$ cat src/rtl/code_packer_pkg.sv
// Shared types and width helpers for the code_packer bit packer.
package code_packer_pkg;

  typedef enum logic [1:0] {RUN, PAD, DRAIN, LAST} state_t;

  localparam logic [7:0] STUFF_BYTE = 8'hFF;
  localparam logic [7:0] STUFF_FILL = 8'h00;

  // Fill counter must hold 0..acc_w inclusive.
  function automatic int fill_width(input int acc_w);
    return $clog2(acc_w) + 1;
  endfunction

  // Byte counter must hold 0..out_w/8 inclusive.
  function automatic int nbytes_width(input int out_w);
    return $clog2(out_w / 8) + 1;
  endfunction

endpackage

$ cat src/rtl/code_packer_byte_assembler.sv
// Collects bytes MSB-first into OUT_W-bit words and owns the registered
// valid/ready output slot; a flush request closes out a partial word as last.
module byte_assembler
  import code_packer_pkg::*;
#(
  parameter int OUT_W = 16
) (
  input  logic                             clk,
  input  logic                             rst,
  input  logic                             byte_valid,
  output logic                             byte_ready,
  input  logic [7:0]                       byte_data,
  input  logic                             flush_req,
  output logic                             flush_ack,
  output logic                             out_valid,
  input  logic                             out_ready,
  output logic [OUT_W-1:0]                 out_data,
  output logic [nbytes_width(OUT_W)-1:0]   out_nbytes,
  output logic                             out_last
);

  localparam int NBYTES = OUT_W / 8;
  localparam int NB_W   = nbytes_width(OUT_W);

  logic [OUT_W-1:0] word_reg, base_word, word_next;
  logic [NB_W-1:0]  cnt_reg, base_cnt, cnt_next;
  logic             out_valid_reg, out_last_reg;
  logic [OUT_W-1:0] out_data_reg;
  logic [NB_W-1:0]  out_nbytes_reg;
  logic             full, slot_free, move, take;

  assign full       = (cnt_reg == NB_W'(NBYTES));
  assign slot_free  = !out_valid_reg || out_ready;
  assign move       = slot_free && (full || (flush_req && cnt_reg != '0));
  assign byte_ready = !full || slot_free;
  assign take       = byte_valid && byte_ready;
  assign flush_ack  = flush_req && (cnt_reg == '0 || slot_free);

  // A departing word frees the register in the same cycle a new byte lands.
  assign base_word = move ? '0 : word_reg;
  assign base_cnt  = move ? '0 : cnt_reg;
  assign cnt_next  = take ? base_cnt + NB_W'(1) : base_cnt;

  for (genvar gi = 0; gi < NBYTES; gi++) begin : g_lane
    assign word_next[OUT_W-1-8*gi -: 8] =
      (take && base_cnt == NB_W'(gi)) ? byte_data : base_word[OUT_W-1-8*gi -: 8];
  end

  always_ff @(posedge clk) begin
    if (rst) begin
      word_reg       <= '0;
      cnt_reg        <= '0;
      out_valid_reg  <= 1'b0;
      out_data_reg   <= '0;
      out_nbytes_reg <= '0;
      out_last_reg   <= 1'b0;
    end else begin
      word_reg <= word_next;
      cnt_reg  <= cnt_next;
      if (move) begin
        out_valid_reg  <= 1'b1;
        out_data_reg   <= word_reg;
        out_nbytes_reg <= cnt_reg;
        out_last_reg   <= flush_req;
      end else if (out_ready) begin
        out_valid_reg <= 1'b0;
      end
    end
  end

  assign out_valid  = out_valid_reg;
  assign out_data   = out_data_reg;
  assign out_nbytes = out_nbytes_reg;
  assign out_last   = out_last_reg;

endmodule

$ cat src/rtl/code_packer.sv
// Variable-length code packer: MSB-first bit accumulator feeding a byte
// assembler. Optional 0xFF/0x00 byte stuffing with CODE_PACKER_STUFF_EN.
module code_packer
  import code_packer_pkg::*;
#(
  parameter int CODE_W = 32,
  parameter int OUT_W  = 16
) (
  input  logic                             clk,
  input  logic                             rst,
  input  logic                             in_valid,
  output logic                             in_ready,
  input  logic [CODE_W-1:0]                in_code,
  input  logic [$clog2(CODE_W):0]          in_size,
  input  logic                             in_flush,
  output logic                             out_valid,
  input  logic                             out_ready,
  output logic [OUT_W-1:0]                 out_data,
  output logic [nbytes_width(OUT_W)-1:0]   out_nbytes,
  output logic                             out_last
);

  localparam int ACC_W  = 2 * CODE_W;
  localparam int FILL_W = fill_width(ACC_W);
  localparam int SIZE_W = $clog2(CODE_W) + 1;

  state_t             state_reg, state_next;
  logic [ACC_W-1:0]   acc_reg, acc_next, acc_after, app_bits;
  logic [FILL_W-1:0]  fill_reg, fill_next, fill_after, app_size, app_shift;
  logic               app_en, accept, extract, drained;
  logic               stuff_pend;
  logic               byte_valid, byte_ready;
  logic [7:0]         byte_data;
  logic               flush_req, flush_ack;

  assign in_ready   = !rst && state_reg == RUN && fill_reg <= FILL_W'(ACC_W - CODE_W);
  assign accept     = in_valid && in_ready;
  assign byte_valid = stuff_pend || fill_reg >= FILL_W'(8);
  assign byte_data  = stuff_pend ? STUFF_FILL : acc_reg[ACC_W-1 -: 8];
  assign extract    = byte_valid && byte_ready && !stuff_pend;
  // Flush is complete once every bit (and any pending stuff byte) has left.
  assign drained    = (state_reg == PAD || state_reg == DRAIN) && fill_reg == '0 && !stuff_pend;
  assign flush_req  = drained || state_reg == LAST;

`ifdef CODE_PACKER_STUFF_EN
  logic stuff_pend_reg;
  always_ff @(posedge clk) begin
    if (rst) begin
      stuff_pend_reg <= 1'b0;
    end else if (byte_valid && byte_ready) begin
      stuff_pend_reg <= !stuff_pend_reg && acc_reg[ACC_W-1 -: 8] == STUFF_BYTE;
    end
  end
  assign stuff_pend = stuff_pend_reg;
`else
  assign stuff_pend = 1'b0;
`endif

  // Extraction shifts the top byte out; new bits land just below what remains.
  always_comb begin
    fill_after = extract ? fill_reg - FILL_W'(8) : fill_reg;
    acc_after  = extract ? acc_reg << 8 : acc_reg;
    app_en     = 1'b0;
    app_size   = '0;
    app_bits   = '0;
    if (state_reg == RUN && accept && !in_flush) begin
      app_en   = 1'b1;
      app_size = FILL_W'(in_size);
      app_bits = ACC_W'(in_code);
    end else if (state_reg == PAD && fill_reg[2:0] != 3'd0) begin
      app_en   = 1'b1;
      app_size = FILL_W'(8) - FILL_W'(fill_reg[2:0]);
      app_bits = '1;
    end
    app_bits  = app_bits & ~({ACC_W{1'b1}} << app_size);
    app_shift = FILL_W'(ACC_W) - fill_after - app_size;
    acc_next  = acc_after | (app_en ? app_bits << app_shift : '0);
    fill_next = fill_after + app_size;
  end

  always_comb begin
    state_next = state_reg;
    case (state_reg)
      RUN:     if (accept && in_flush) state_next = PAD;
      PAD:     state_next = DRAIN;
      DRAIN:   if (drained) state_next = LAST;
      LAST:    if (flush_ack) state_next = RUN;
      default: state_next = RUN;
    endcase
  end

  always_ff @(posedge clk) begin
    if (rst) begin
      state_reg <= RUN;
      acc_reg   <= '0;
      fill_reg  <= '0;
    end else begin
      state_reg <= state_next;
      acc_reg   <= acc_next;
      fill_reg  <= fill_next;
    end
  end

  assert property (@(posedge clk) disable iff (rst)
    (accept && !in_flush) |-> (in_size <= SIZE_W'(CODE_W)));

  byte_assembler #(.OUT_W(OUT_W)) u_asm (
    .clk        (clk),
    .rst        (rst),
    .byte_valid (byte_valid),
    .byte_ready (byte_ready),
    .byte_data  (byte_data),
    .flush_req  (flush_req),
    .flush_ack  (flush_ack),
    .out_valid  (out_valid),
    .out_ready  (out_ready),
    .out_data   (out_data),
    .out_nbytes (out_nbytes),
    .out_last   (out_last)
  );

endmodule

$ cat config.mk
export PLATFORM = sky130hd
export DESIGN_NAME = code_packer
export DESIGN_NICKNAME = d
export VERILOG_FILES = /design/src/rtl/code_packer_pkg.sv /design/src/rtl/code_packer_byte_assembler.sv /design/src/rtl/code_packer.sv
export SDC_FILE = /design/constraint.sdc
export NUM_CORES = 1
export LEC_CHECK = 0
export ABC_AREA = 0
export CAP_MARGIN = 20
export CELL_PAD_IN_SITES_DETAIL_PLACEMENT = 1
export CELL_PAD_IN_SITES_GLOBAL_PLACEMENT = 2
export CORE_MARGIN = 2
export CORE_UTILIZATION = 38
export CTS_CLUSTER_DIAMETER = 30
export DETAILED_ROUTE_END_ITERATION = 12
export GPL_TIMING_DRIVEN = 0
export MAX_ROUTING_LAYER = met4
export PLACE_DENSITY_LB_ADDON = 0.1
export SLEW_MARGIN = 0
export SYNTH_ARGS = -nofsm -noshare
export SYNTH_HDL_FRONTEND = slang
export SYNTH_SLANG_ARGS = --single-unit
$ cat constraint.sdc
create_clock -name clk -period 12.7 [get_ports clk]
set_clock_uncertainty 0.2 [all_clocks]
set_input_delay 1.27 -clock clk [delete_from_list [all_inputs] [get_ports clk]]
set_output_delay 1.27 -clock clk [all_outputs]
set_load 0.05 [all_outputs]
======== Word-level counts from Yosys, hierarchy flattened ========
Cells that the tools add are included.
operators by class
  $add $sub $neg .......................... 6
  $lt $le $gt $ge ......................... 2
  shift operators ......................... 2
  mux-type cells .......................... 20
  $mul .................................... 0
  reduce and logical (&&, ||, !) cells .... 34
  bitwise logic cells ..................... 3
  equality and inequality tests ........... 8
  divide/modulo/power cells ............... 0
operators by type and width
  cell                     count
  $mux W64                 4
  $and A64 B64 Y64         1
  $not A64 Y64             1
  $or A64 B64 Y64          1
  $shl A64 B7 Y64          1
  $shl A64 B7 Y64 const A  1
  $mux W7                  3
  $mux W16                 1
  $mux W8                  2
  $logic_and A1 B1 Y1      14
  $mux W2                  5
  $pmux W2 S4              1
  $reduce_bool A2 Y1       4
  $add A7 B7 Y7            1
  $ge A7 B4 Y1 const B     1
  $le A7 B6 Y1 const B     1
  $logic_not A7 Y1         1
  $sub A7 B4 Y7 const B    1
  $sub A7 B7 Y7            1
  $sub A7 B7 Y7 const A    1
  $eq A2 B2 Y1 const B     3
  $logic_not A2 Y1         3
  $logic_or A1 B1 Y1       6
  $sub A4 B3 Y5 const A    1
  other kinds (8)          16
word-level totals
  memories kept ........................... 0
  bits in writable memories ............... 0
  output and inout bits ................... 21
  register bits ........................... 111
  memory bits (read-only) ................. 0
  bits in latches ......................... 0

======== Logic depth before layout (Yosys ltp) ========
Gate-level depths: netlist of run 1.
  depth after elaboration ................. 13
  mapped depth ............................ 25
  mapped depth without buffers ............ 19

======== Modules after synthesis ========
A second synthesis of run 1 with hierarchy kept.
second synthesis, totals
  cell total of the unflattened synthesis .. 1327
  area total of the unflattened synthesis .. 9740.6 µm²
by module, submodules not included
  module          area an instance (µm²)  seq. area each (µm²)  instances  cells each
  code_packer     8230.4                  1461.4                1          1141
  byte_assembler  1510.2                  760.7                 1          186

======== Least setup slack after synthesis of run 1 ========
OpenSTA, ideal clock, no wires.
  path kind ............................... in2reg
  start point ............................. input port rst
  end point ............................... register acc_reg[51]
  arrival time ............................ 5.770 ns
  setup slack ............................. 6.635 ns
  stages on the path ...................... 21
  path buffers ............................ 8
  setup time .............................. 0.095 ns
  cell sequence ........................... clkbuf_1 nor3b_1 o211ai_1 clkbuf_1 clkbuf_1 clkbuf_1 nand3_1 nand2_1 ha_1 inv_1 ha_1 inv_1 fa_1 clkbuf_1 clkbuf_1 clkbuf_1 clkbuf_1 nand2_1 o22ai_1 nand2_1 a221oi_1
between the ends
  cells in the longest elaborated chain, start to end .. 13
  elaborated cells between the ends (all ways) .. 16
RTL lines
  what                              line               text
  start, declared                   code_packer.sv:10  input logic rst,
  $logic_not A1 Y1                  code_packer.sv:36  assign in_ready = !rst && state_reg == RUN && fill_reg <= FILL_W'(ACC_W - CODE_W);
  $logic_and A1 B1 Y1 (2 in a row)  code_packer.sv:36
  $logic_and A1 B1 Y1               code_packer.sv:37  assign accept = in_valid && in_ready;
  $logic_and A1 B1 Y1 (2 in a row)  code_packer.sv:66  if (state_reg == RUN && accept && !in_flush) begin
  $mux W7                           code_packer.sv:66
  $shl A64 B7 Y64                   code_packer.sv:75  app_bits = app_bits & ~({ACC_W{1'b1}} << app_size);
  $not A64 Y64                      code_packer.sv:75
  $and A64 B64 Y64                  code_packer.sv:75
  $shl A64 B7 Y64                   code_packer.sv:77  acc_next = acc_after | (app_en ? app_bits << app_shift : '0);
  $mux W64                          code_packer.sv:77
  $or A64 B64 Y64                   code_packer.sv:77
  end signal, assigned              code_packer.sv:99  acc_reg <= acc_next;
  end, declared                     code_packer.sv:28  logic [ACC_W-1:0] acc_reg, acc_next, acc_after, app_bits;
Parallel ways exist; a longest one is shown, timed or not.
A chain may end at the register's enable or synchronous reset.

======== Worst setup path after layout of run 1 ========
  start point ............................. input port rst
  end point ............................... register acc_reg[34]
The elaborated chain is that of the path after synthesis.

==> metrics.yaml, run 1 <==
place:
  dp_hpwl_um: 37230
  place.gp.congestion: 0.9993
  portBuffers: 61
  placed_cells_incl_taps: 1665
floorplanning:
  fp.dieArea_um2: 25990
  die_w_um: 161.2
  row_count: 57
  io_pins: 64
  die_h_um: 161.2
  initial_utilization_pct: 38.62
  coreArea_um2: 24320
worst_setup_path:
  worstPathArrival_ns: 9.03
  worst-path-buf-inv: 11
  critical-path-slowest-cell: "clkbuf_1"
  start_kind: "input port"
  cp_max_fo: 10
  critical_path.max_stage_delay_ns: 0.64
  required_ns: 12.73
  worstSetupPathType: "in -> reg"
  critPathCaptureType: "register"
  cpMostUsedCell: "clkbuf_1"
  path_cells: "clkdlybuf4s50_1 > clkbuf_1 > nor3b_1 > o211ai_1 > clkbuf_1 > clkbuf_1 > clkbuf_1 > nand3_1 > nand2_1 > ha_1 > inv_1 > ha_1 > inv_1 > fa_1 > xnor2_1 > clkbuf_1 > clkbuf_1 > buf_1 > nor2_1 > clkbuf_1 > a31oi_1 > o221ai_1"
  critical_path.top_delay_family: "buffers and inverters"
routing:
  vias_per_cell: 6.745
  wire_per_inst_um: 28.15
  ant_nets: 0
  totalWireLength_um: 47400
  first_pass_iters: 6
  vias: 11360
  drc: 0
  drt_iter0_drc: 1192
cts:
  cts_sinks: 111
  cts-htree-levels: 3
  clock_latency_ns: 0.37
  postCtsSetupBuffers: 0
  tritoncts: "yes"
  cts_buffer_depth: 2
  root_buffer: "clkbuf_16"
  ctsResizeCount: 0
  cts_made_buffers: 9
  hold_buffers: 0
  path_clk_slew_ns: 0.09
sta:
  clock.fmax_mhz: 111.1
  timing.hold.ws_ns: 0.2460
  hold_violations: 0
  timing.final.crit_share_pct: 70.87
  setup_violations: 0
  max_slew_margin_pct: 19.64
  rsz0062_at_grt: "false"
  fin_tns_setup_ns: 0
  period_minus_slack_ns: 9.000
  tightest_slew_ns: 1.190
  drv_slew: 0
synthesis:
  synthSimpleGateAreaFrac_pct: 22.40
  syn_inst: 1278
  ys_ff_latch: 111
  yosysTopAreaCell: "dfxtp_1"
  synthXorXnorAreaFrac_pct: 1.585
  synth_top_area_share_pct: 23.66
  synthFlopType: "dfxtp_1"
  synth_top_family_by_area: "compound AO/OA/AOI/OAI gates"
  syn-num-nets: 1351
  synth-compound-area-share_pct: 33.97
  synth_cell_types: 95
  async_reset_ff_share_pct: 0
  synth.area.mux_share_pct: 8.433
  synth_edf_count: 0
  ys_seq_area_share_pct: 23.66
  synthAdderAreaFrac_pct: 4.157
  yosysWarnings: 0
  avgSynthCellArea_um2: 7.349
  netlist_top_cells_area: "dfxtp_1, nand2_1, mux2i_1"
  syn_area_um2: 9392
global_route:
  grt_pass1_vias: 11140
  grt_pass1_wl_um: 71450
  grtUsageTotal_pct: 37.25
  grt_max_degree: 23
  antenna_found_initial: 0
  overflow: 0
cells_and_area:
  stdcell_count: 1684
  syn_to_final_growth_pct: 14.38
  final_common_cell: "nand2_1"
  largest_register_ffs: 64
  n_fill_cell: 3041
  diodes: 0
  layout_common_cells: "nand2_1, nor2_1, dfxtp_1"
  drive_gt1_share_pct: 5.221
  finalNetCount: 1428
flow_run:
  drv_cap: 0
outcome:
  status: "completed"
hold_path:
  min_path_type: "reg -> reg"
==> worst register-to-register path, stage by stage (launching register included) <==
cell	delay, ns
dfxtp_1	0.35
clkbuf_1	0.36
inv_1	0.14
ha_1	0.26
nor4b_2	0.20
o211ai_1	0.70
clkbuf_1	0.64
clkbuf_1	0.55
clkbuf_1	0.49
nand3_1	0.15
nand2_1	0.16
ha_1	0.27
inv_1	0.06
ha_1	0.16
inv_1	0.06
fa_1	0.48
xnor2_1	0.43
clkbuf_1	0.49
clkbuf_1	0.52
buf_1	0.57
nor2_1	0.31
clkbuf_1	0.40
a31oi_1	0.24
o221ai_1	0.13
==> cell type report <==
type | count | area [um2] | share of cell area (%)
clock buffers | 9 | 225.2 | 2.097
inverters | 32 | 120.1 | 1.118
repair buffers | 66 | 639.4 | 5.952
plain buffers | 108 | 424.2 | 3.949
multi-input cells | 1027 | 6626 | 61.69
well taps | 324 | 405.4 | 3.774
flip-flops and latches | 111 | 2222 | 20.69
clock inverters | 7 | 78.83 | 0.7338
==> layer usage <==
layer  up-vias  global-route usage [%]  wire, um
met3        85                   8.089      4348
met2       588                   55.81     20560
met4         0                   9.659      1254
met5         -                       -         0
met1      5710                   50.92     21230
li1       4976                       -         -
==> kinds of logic (layout without fill, tap and decap cells) <==
| group | count (synthesis) | in the layout |
|---|---|---|
| compound gates | 440 | 440 |
| xor+xnor | 17 | 17 |
| fa+ha+maj | 30 | 30 |
| buf+inv | 140 | 222 |
| flops | 111 | 111 |
| mux | 72 | 72 |
| simple gates | 468 | 468 |
==> through the flow <==
stage	setup slack [ns]	utilization (%)	instance area [um2]
after floorplan	6.635	-	9392
after global placement	3.664	42.79	10410
after detailed placement	3.701	42.84	10420
after CTS	4.068	44.09	10720
after global routing	3.531	44.17	10740
final	3.700	44.17	10740
==> Yosys cell counts (26+ instances only) <==
cell,count
nand2_1,187
dfxtp_1,111
nor2_1,111
clkbuf_1,91
a21oi_1,88
mux2i_1,57
nand3_1,57
o21ai_0,51
nor3_1,42
inv_1,29
a31oi_1,28
ha_1,28
o22ai_1,26
==> worst paths after layout <==
path,from,end,slack [ns],depth (start not counted)
min reg2reg,u_asm.word_reg[1],u_asm.out_data[1],0.25,2
max,rst,acc_reg[34],3.70,22
max reg2reg,fill_reg[0],acc_reg[34],4.26,23
min,u_asm.word_reg[1],u_asm.out_data[1],0.25,2
Power of run 1 is left out: the tool's default activity adds up to more than one toggle a clock period on the data nets, which glitch-free logic cannot reach.
==> inputs of run 2 (changes only) <==
--- a/config.mk
+++ b/config.mk
@@ -10,7 +10,7 @@
 export CELL_PAD_IN_SITES_DETAIL_PLACEMENT = 1
 export CELL_PAD_IN_SITES_GLOBAL_PLACEMENT = 2
 export CORE_MARGIN = 2
-export CORE_UTILIZATION = 38
+export CORE_UTILIZATION = 35
 export CTS_CLUSTER_DIAMETER = 30
 export DETAILED_ROUTE_END_ITERATION = 12
 export GPL_TIMING_DRIVEN = 0
==> constraint.sdc (replaced) <==
create_clock -name clk -period 8.5 [get_ports clk]
set_clock_uncertainty 0.2 [all_clocks]
set_input_delay 0.85 -clock clk [delete_from_list [all_inputs] [get_ports clk]]
set_output_delay 0.85 -clock clk [all_outputs]
set_load 0.05 [all_outputs]
==> run 2 against run 1 <==
  * Routed wire length increased by 3.8%
  * Die area grew 8.3%
  * Non-clock buffer count rose by 3
  * Sequential share of layout area shrank 0.096 points
  * Global-route usage down 1.8 points
  * Worst setup slack worse by 3.1 ns
  * Register-to-register slack got worse by 3.7 ns
  * Largest cell class unchanged
==> metrics.yaml, run 2 (synthesis results as in run 1) <==
floorplanning:
  coreArea_um2: 26210  # was 24320 um2
  row_count: 59  # was 57
  initial_utilization_pct: 35.84  # was 38.62%
  io_pins: 64  # unchanged
  fp.dieArea_um2: 28160  # was 25990 um2
  die_h_um: 167.8  # was 161.2 um
  die_w_um: 167.8  # was 161.2 um
cells_and_area:
  layout_common_cells: "nand2_1, nor2_1, dfxtp_1"  # unchanged
  drive_gt1_share_pct: 5.723  # was 5.221%
  finalNetCount: 1431  # was 1428
  multiInputGateArea_um2: 6628  # was 6626 um2
  largest_register_ffs: 64  # unchanged
  diodes: 0  # unchanged
  final_common_cell: "nand2_1"  # unchanged
  syn_to_final_growth_pct: 14.91  # was 14.38%
  regArea_um2: 2222  # unchanged
  n_fill_cell: 3290  # was 3041
global_route:
  antenna_found_initial: 0  # unchanged
  grt_pass1_wl_um: 72640  # was 71450 um
  grtUsageTotal_pct: 35.47  # was 37.25%
  overflow: 0  # unchanged
  grt_max_degree: 22  # was 23
  grt_pass1_vias: 11100  # was 11140
cts:
  cts-htree-levels: 3  # unchanged
  hold_buffers: 0  # unchanged
  root_buffer: "clkbuf_16"  # unchanged
  clock_latency_ns: 0.36  # was 0.37 ns
  tritoncts: "yes"  # unchanged
  cts_made_buffers: 9  # unchanged
  path_clk_slew_ns: 0.08  # was 0.09 ns
  cts_buffer_depth: 2  # unchanged
  cts_sinks: 111  # unchanged
worst_setup_path:
  critical-path-slowest-cell: "clkbuf_1"  # unchanged
  worst-path-buf-inv: 11  # unchanged
  critical_path.max_stage_delay_ns: 0.57  # was 0.64 ns
  reg2reg_depth: 23  # unchanged
  critPathCaptureType: "register"  # unchanged
  worstSetupPathType: "reg -> reg"  # was in -> reg
  cp.depth: 23  # was 22
  required_ns: 8.56  # was 12.73 ns
  cpMostUsedCell: "clkbuf_1"  # unchanged
  critical_path.top_delay_family: "buffers and inverters"  # unchanged
  cp_max_fo: 10  # unchanged
  worstPathArrival_ns: 7.96  # was 9.03 ns
  path_cells: "clkbuf_1 > inv_1 > ha_1 > nor4b_2 > o211ai_1 > clkbuf_2 > clkbuf_1 > clkbuf_1 > nand3_1 > nand2_1 > ha_1 > inv_1 > ha_1 > inv_1 > fa_1 > clkbuf_1 > clkbuf_1 > clkbuf_1 > clkbuf_1 > nand2_1 > o22ai_1 > nand2_1 > a221oi_1"  # was clkdlybuf4s50_1 > clkbuf_1 > nor3b_1 > o211ai_1 > clkbuf_1 > clkbuf_1 > clkbuf_1 > nand3_1 > nand2_1 > ha_1 > inv_1 > ha_1 > inv_1 > fa_1 > xnor2_1 > clkbuf_1 > clkbuf_1 > buf_1 > nor2_1 > clkbuf_1 > a31oi_1 > o221ai_1
  start_kind: "register"  # was input port
place:
  place.gp.congestion: 1.023  # was 0.9993
  portBuffers: 61  # unchanged
  dp_slack_ns: -0.3176  # was 3.701 ns
  dp_hpwl_um: 38230  # was 37230 um
routing:
  totalWireLength_um: 49190  # was 47400 um
  vias: 11310  # was 11360
  vias_per_cell: 6.660  # was 6.745
  drc: 0  # unchanged
  wire_per_inst_um: 28.97  # was 28.15 um
  met2_length_um: 20450  # was 20560 um
  highest_layer: "met4"  # unchanged
  first_pass_iters: 5  # was 6
  drt_iter0_drc: 1300  # was 1192
  route.met3.wl_um: 4556  # was 4348 um
  ant_nets: 0  # unchanged
  wl_met1_um: 21860  # was 21230 um
outcome:
  status: "completed"  # unchanged
sta:
  clock.fmax_mhz: 126.6
  rsz0062_at_grt: "false"  # unchanged
  timing.final.crit_share_pct: 92.93
  max_slew_margin_pct: 28.22  # was 19.64%
  tightest_slew_ns: 1.047  # was 1.190 ns
  timing.final.ws_setup_ns: 0.6007  # was 3.700 ns
  drv_slew: 0  # unchanged
  setup_violations: 0  # unchanged
  period_minus_slack_ns: 7.899
  hold_violations: 0  # unchanged
  timing.hold.ws_ns: 0.2592  # was 0.2460 ns
flow_run:
  drv_cap: 0  # unchanged
hold_path:
  min_path_type: "reg -> reg"  # unchanged
  hold_depth: 2  # unchanged
## run 2: cell types whose count changed in the layout (fill, tap and decap cells not counted), moves of 2 or more
cell,previous run,this run
buf_1,12,10
inv_6,4,0
clkbuf_2,0,5
buf_4,3,5
clkinv_4,0,2
clkbuf_1,91,88
## run 2: worst reg2reg max path: cells and delay by family (launching register included)
family / cells / cell delay, ns
AO/OA/AOI/OAI: 3 / 1.19
buffers and inverters: 11 / 4.12
AND/OR/NAND/NOR: 5 / 0.72
adder cells (fa/ha/maj): 4 / 1.20
flip-flops: 1 / 0.36
## run 2: layout make-up
type                       instances  share of cell area, %
timing repair buffer              69                  6.214
multi-input combinational       1027                  61.41
clock buffer                       9                  2.087
inverter                          32                  1.113
buffer                           108                  3.977
clock inverter                     7                 0.7188
sequential                       111                  20.59
tap                              335                  3.884
## run 2: per-stage QoR
stage | util (%) | instances | TNS [ns] | area (um2)
2_1_floorplan | - | 1278 | 0 | 9392
3_3_place_gp | 39.77 | 1674 | -1.643 | 10420
3_5_place_dp | 39.88 | 1678 | -2.133 | 10450
4_1_cts | 41.04 | 1694 | 0 | 10750
5_1_grt | 41.18 | 1698 | 0 | 10790
6_report | 41.18 | 1698 | 0 | 10790
## run 2: path summary, 6_finish.rpt
path | from | endpoint | slack, ns
min reg2reg | u_asm.word_reg[12] | u_asm.out_data[12] | 0.26
min | u_asm.word_reg[12] | u_asm.out_data[12] | 0.26
max | fill_reg[0] | acc_reg[51] | 0.60
max reg2reg | fill_reg[0] | acc_reg[51] | 0.60
## run 2: repair_timing
| item | 4_1_cts | 5_1_grt |
|---|---|---|
| setup endpoints to repair | 0 | 25 |
| buffers inserted | 0 | 1 |
| resized for setup | 0 | 8 |
## run 2: metal layers
layer	track usage [%]	vias to the layer above
li1	-	4979
met1	48.36	5644
met2	51.17	558
met3	7.217	128
met4	14.33	0
met5	-	-
Power of run 2 is left out for the same reason.
==> inputs of run 3 (changes only) <==
--- a/config.mk
+++ b/config.mk
@@ -12,6 +12,7 @@
 export CORE_MARGIN = 2
 export CORE_UTILIZATION = 35
 export CTS_CLUSTER_DIAMETER = 30
+export CTS_CLUSTER_SIZE = 20
 export DETAILED_ROUTE_END_ITERATION = 12
 export GPL_TIMING_DRIVEN = 0
 export MAX_ROUTING_LAYER = met4
==> constraint.sdc (replaced) <==
create_clock -name clk -period 7.4 [get_ports clk]
set_clock_uncertainty 0.2 [all_clocks]
set_input_delay 0.74 -clock clk [delete_from_list [all_inputs] [get_ports clk]]
set_output_delay 0.74 -clock clk [all_outputs]
set_load 0.05 [all_outputs]
==> run 3 against run 2 <==
  * Global-route usage hardly changed
  * Routed wire length hardly changed
  * Largest cell class unchanged
  * Final area is 0.80% higher
  * Core utilization up 0.33 points
==> metrics.yaml, run 3 (synthesis results as in run 1) <==
cells_and_area:
  syn_to_final_growth_pct: 15.83  # was 14.91%
  stdcell_count: 1706  # was 1698
  drive_gt1_share_pct: 7.085  # was 5.723%
  layout_common_cells: "nand2_1, nor2_1, dfxtp_1"  # unchanged
  largest_register_ffs: 64  # unchanged
  final_common_cell: "nand2_1"  # unchanged
  finalNetCount: 1437  # was 1431
floorplanning:
  row_count: 59  # unchanged
  io_pins: 64  # unchanged
  die_h_um: 167.8  # unchanged
  coreArea_um2: 26210  # unchanged
  initial_utilization_pct: 35.84  # unchanged
  die_w_um: 167.8  # unchanged
  fp.dieArea_um2: 28160  # unchanged
routing:
  vias_per_cell: 6.683  # was 6.660
  highest_layer: "met4"  # unchanged
  first_pass_iters: 5  # unchanged
  wire_per_inst_um: 28.85  # was 28.97 um
  drt_iter0_drc: 1266  # was 1300
  met2_length_um: 20430  # was 20450 um
  wl_met1_um: 21710  # was 21860 um
  drc: 0  # unchanged
  ant_nets: 0  # unchanged
  route.met3.wl_um: 4753  # was 4556 um
  totalWireLength_um: 49210  # was 49190 um
  vias: 11400  # was 11310
worst_setup_path:
  cp_max_fo: 10  # unchanged
  required_ns: 7.48  # was 8.56 ns
  cp-startpoint: "fill_reg[0]"  # unchanged
  critPathCaptureType: "register"  # unchanged
  start_kind: "register"  # unchanged
  worstPathArrival_ns: 7.13  # was 7.96 ns
  worstReg2RegStart: "fill_reg[0]"  # unchanged
  worstSetupPathType: "reg -> reg"  # unchanged
sta:
  period_minus_slack_ns: 7.045  # was 7.899 ns
  max_slew_margin_pct: 27.94  # was 28.22%
  drv_slew: 0  # unchanged
  timing.final.ws_setup_ns: 0.3552  # was 0.6007 ns
  setup_violations: 0  # unchanged
  tightest_slew_ns: 1.073  # was 1.047 ns
  clock.fmax_mhz: 142.0  # was 126.6 MHz
  rsz0062_at_grt: "false"  # unchanged
  hold_violations: 0  # unchanged
  timing.final.crit_share_pct: 95.20  # was 92.93%
global_route:
  antenna_found_initial: 1  # was 0
  overflow: 0  # unchanged
  grt_pass1_wl_um: 72640  # about the same
  grtUsageTotal_pct: 35.46  # was 35.47%
  grt_max_degree: 22  # unchanged
  grt_pass1_vias: 11120  # was 11100
cts:
  cts_buffer_depth: 2  # unchanged
  cts_sinks: 111  # unchanged
  cts-htree-levels: 3  # unchanged
  clock_latency_ns: 0.36  # about the same
  cts_made_buffers: 9  # unchanged
  path_clk_slew_ns: 0.09  # was 0.08 ns
  root_buffer: "clkbuf_16"  # unchanged
  tritoncts: "yes"  # unchanged
place:
  dp_hpwl_um: 38230  # unchanged
  placed_cells_incl_taps: 1678  # unchanged
  portBuffers: 61  # unchanged
  place.gp.congestion: 1.023  # unchanged
  dp_slack_ns: -1.308  # was -0.3176 ns
hold_path:
  min_path_type: "reg -> reg"  # unchanged
  min-delay-start: "u_asm.word_reg[12]"  # unchanged
outcome:
  status: "completed"  # unchanged
flow_run:
  drv_cap: 0  # unchanged
-- run 3: per-stage QoR --
stage	setup TNS [ns]	util, %	hold slack, ns	cell area, um2
2_1_floorplan	0	-	0.2322	9392
3_5_place_dp	-48.50	39.88	0.2483	10450
5_1_grt	0	41.51	0.2820	10880
3_3_place_gp	-48.59	39.77	0.2419	10420
4_1_cts	0	41.10	0.2607	10770
6_report	0	41.51	0.2587	10880
-- run 3: path summary, 6_finish.rpt --
check | to | slack, ns | depth (start not counted)
setup / recovery | acc_reg[40] | 0.36 | 19
hold / removal | u_asm.out_data[12] | 0.26 | 2
setup reg to reg | acc_reg[40] | 0.36 | 19
hold reg to reg | u_asm.out_data[12] | 0.26 | 2
-- run 3: routing by layer --
| layer | up-vias | track usage, % |
|---|---|---|
| met3 | 129 | 7.546 |
| li1 | 4992 | - |
| met5 | - | - |
| met2 | 617 | 51.04 |
| met1 | 5664 | 48.18 |
| met4 | 0 | 14.48 |
-- run 3: layout make-up --
cell class / instances / area (um2)
multi-input combinational: 1027 / 6641
timing repair buffer: 75 / 718.2
sequential: 111 / 2222
clock buffer: 9 / 225.2
clock inverter: 7 / 77.57
tap: 335 / 419.2
fill: 3291 / 15330
buffer: 108 / 449.2
inverter: 32 / 120.1
antenna: 2 / 5.005
-- run 3: timing repair --
| item | in CTS | in global routing |
|---|---|---|
| setup endpoints to repair | 60 | 60 |
| hold buffers | 0 | 0 |
| resized for setup | 10 | 19 |
| buffers inserted | 1 | 7 |
| pin swaps | 1 | 1 |
-- run 3: critical path, cell delays in order (launching register included) --
cell and delay [ns]:
dfxtp_1 0.33, clkbuf_1 0.22, inv_1 0.13, ha_1 0.20, ha_1 0.28, nand2_1 0.14
a31oi_1 0.31, clkbuf_1 0.63, clkdlybuf4s15_1 0.74, xnor2_1 0.19, ha_1 0.38, ha_1 0.38
xor2_1 0.21, clkbuf_1 0.48, clkbuf_1 0.54, clkbuf_1 0.67, nand3_1 0.14, o211ai_1 0.34
nand3_1 0.17, a41oi_1 0.25
Power of run 3 is left out for the same reason.
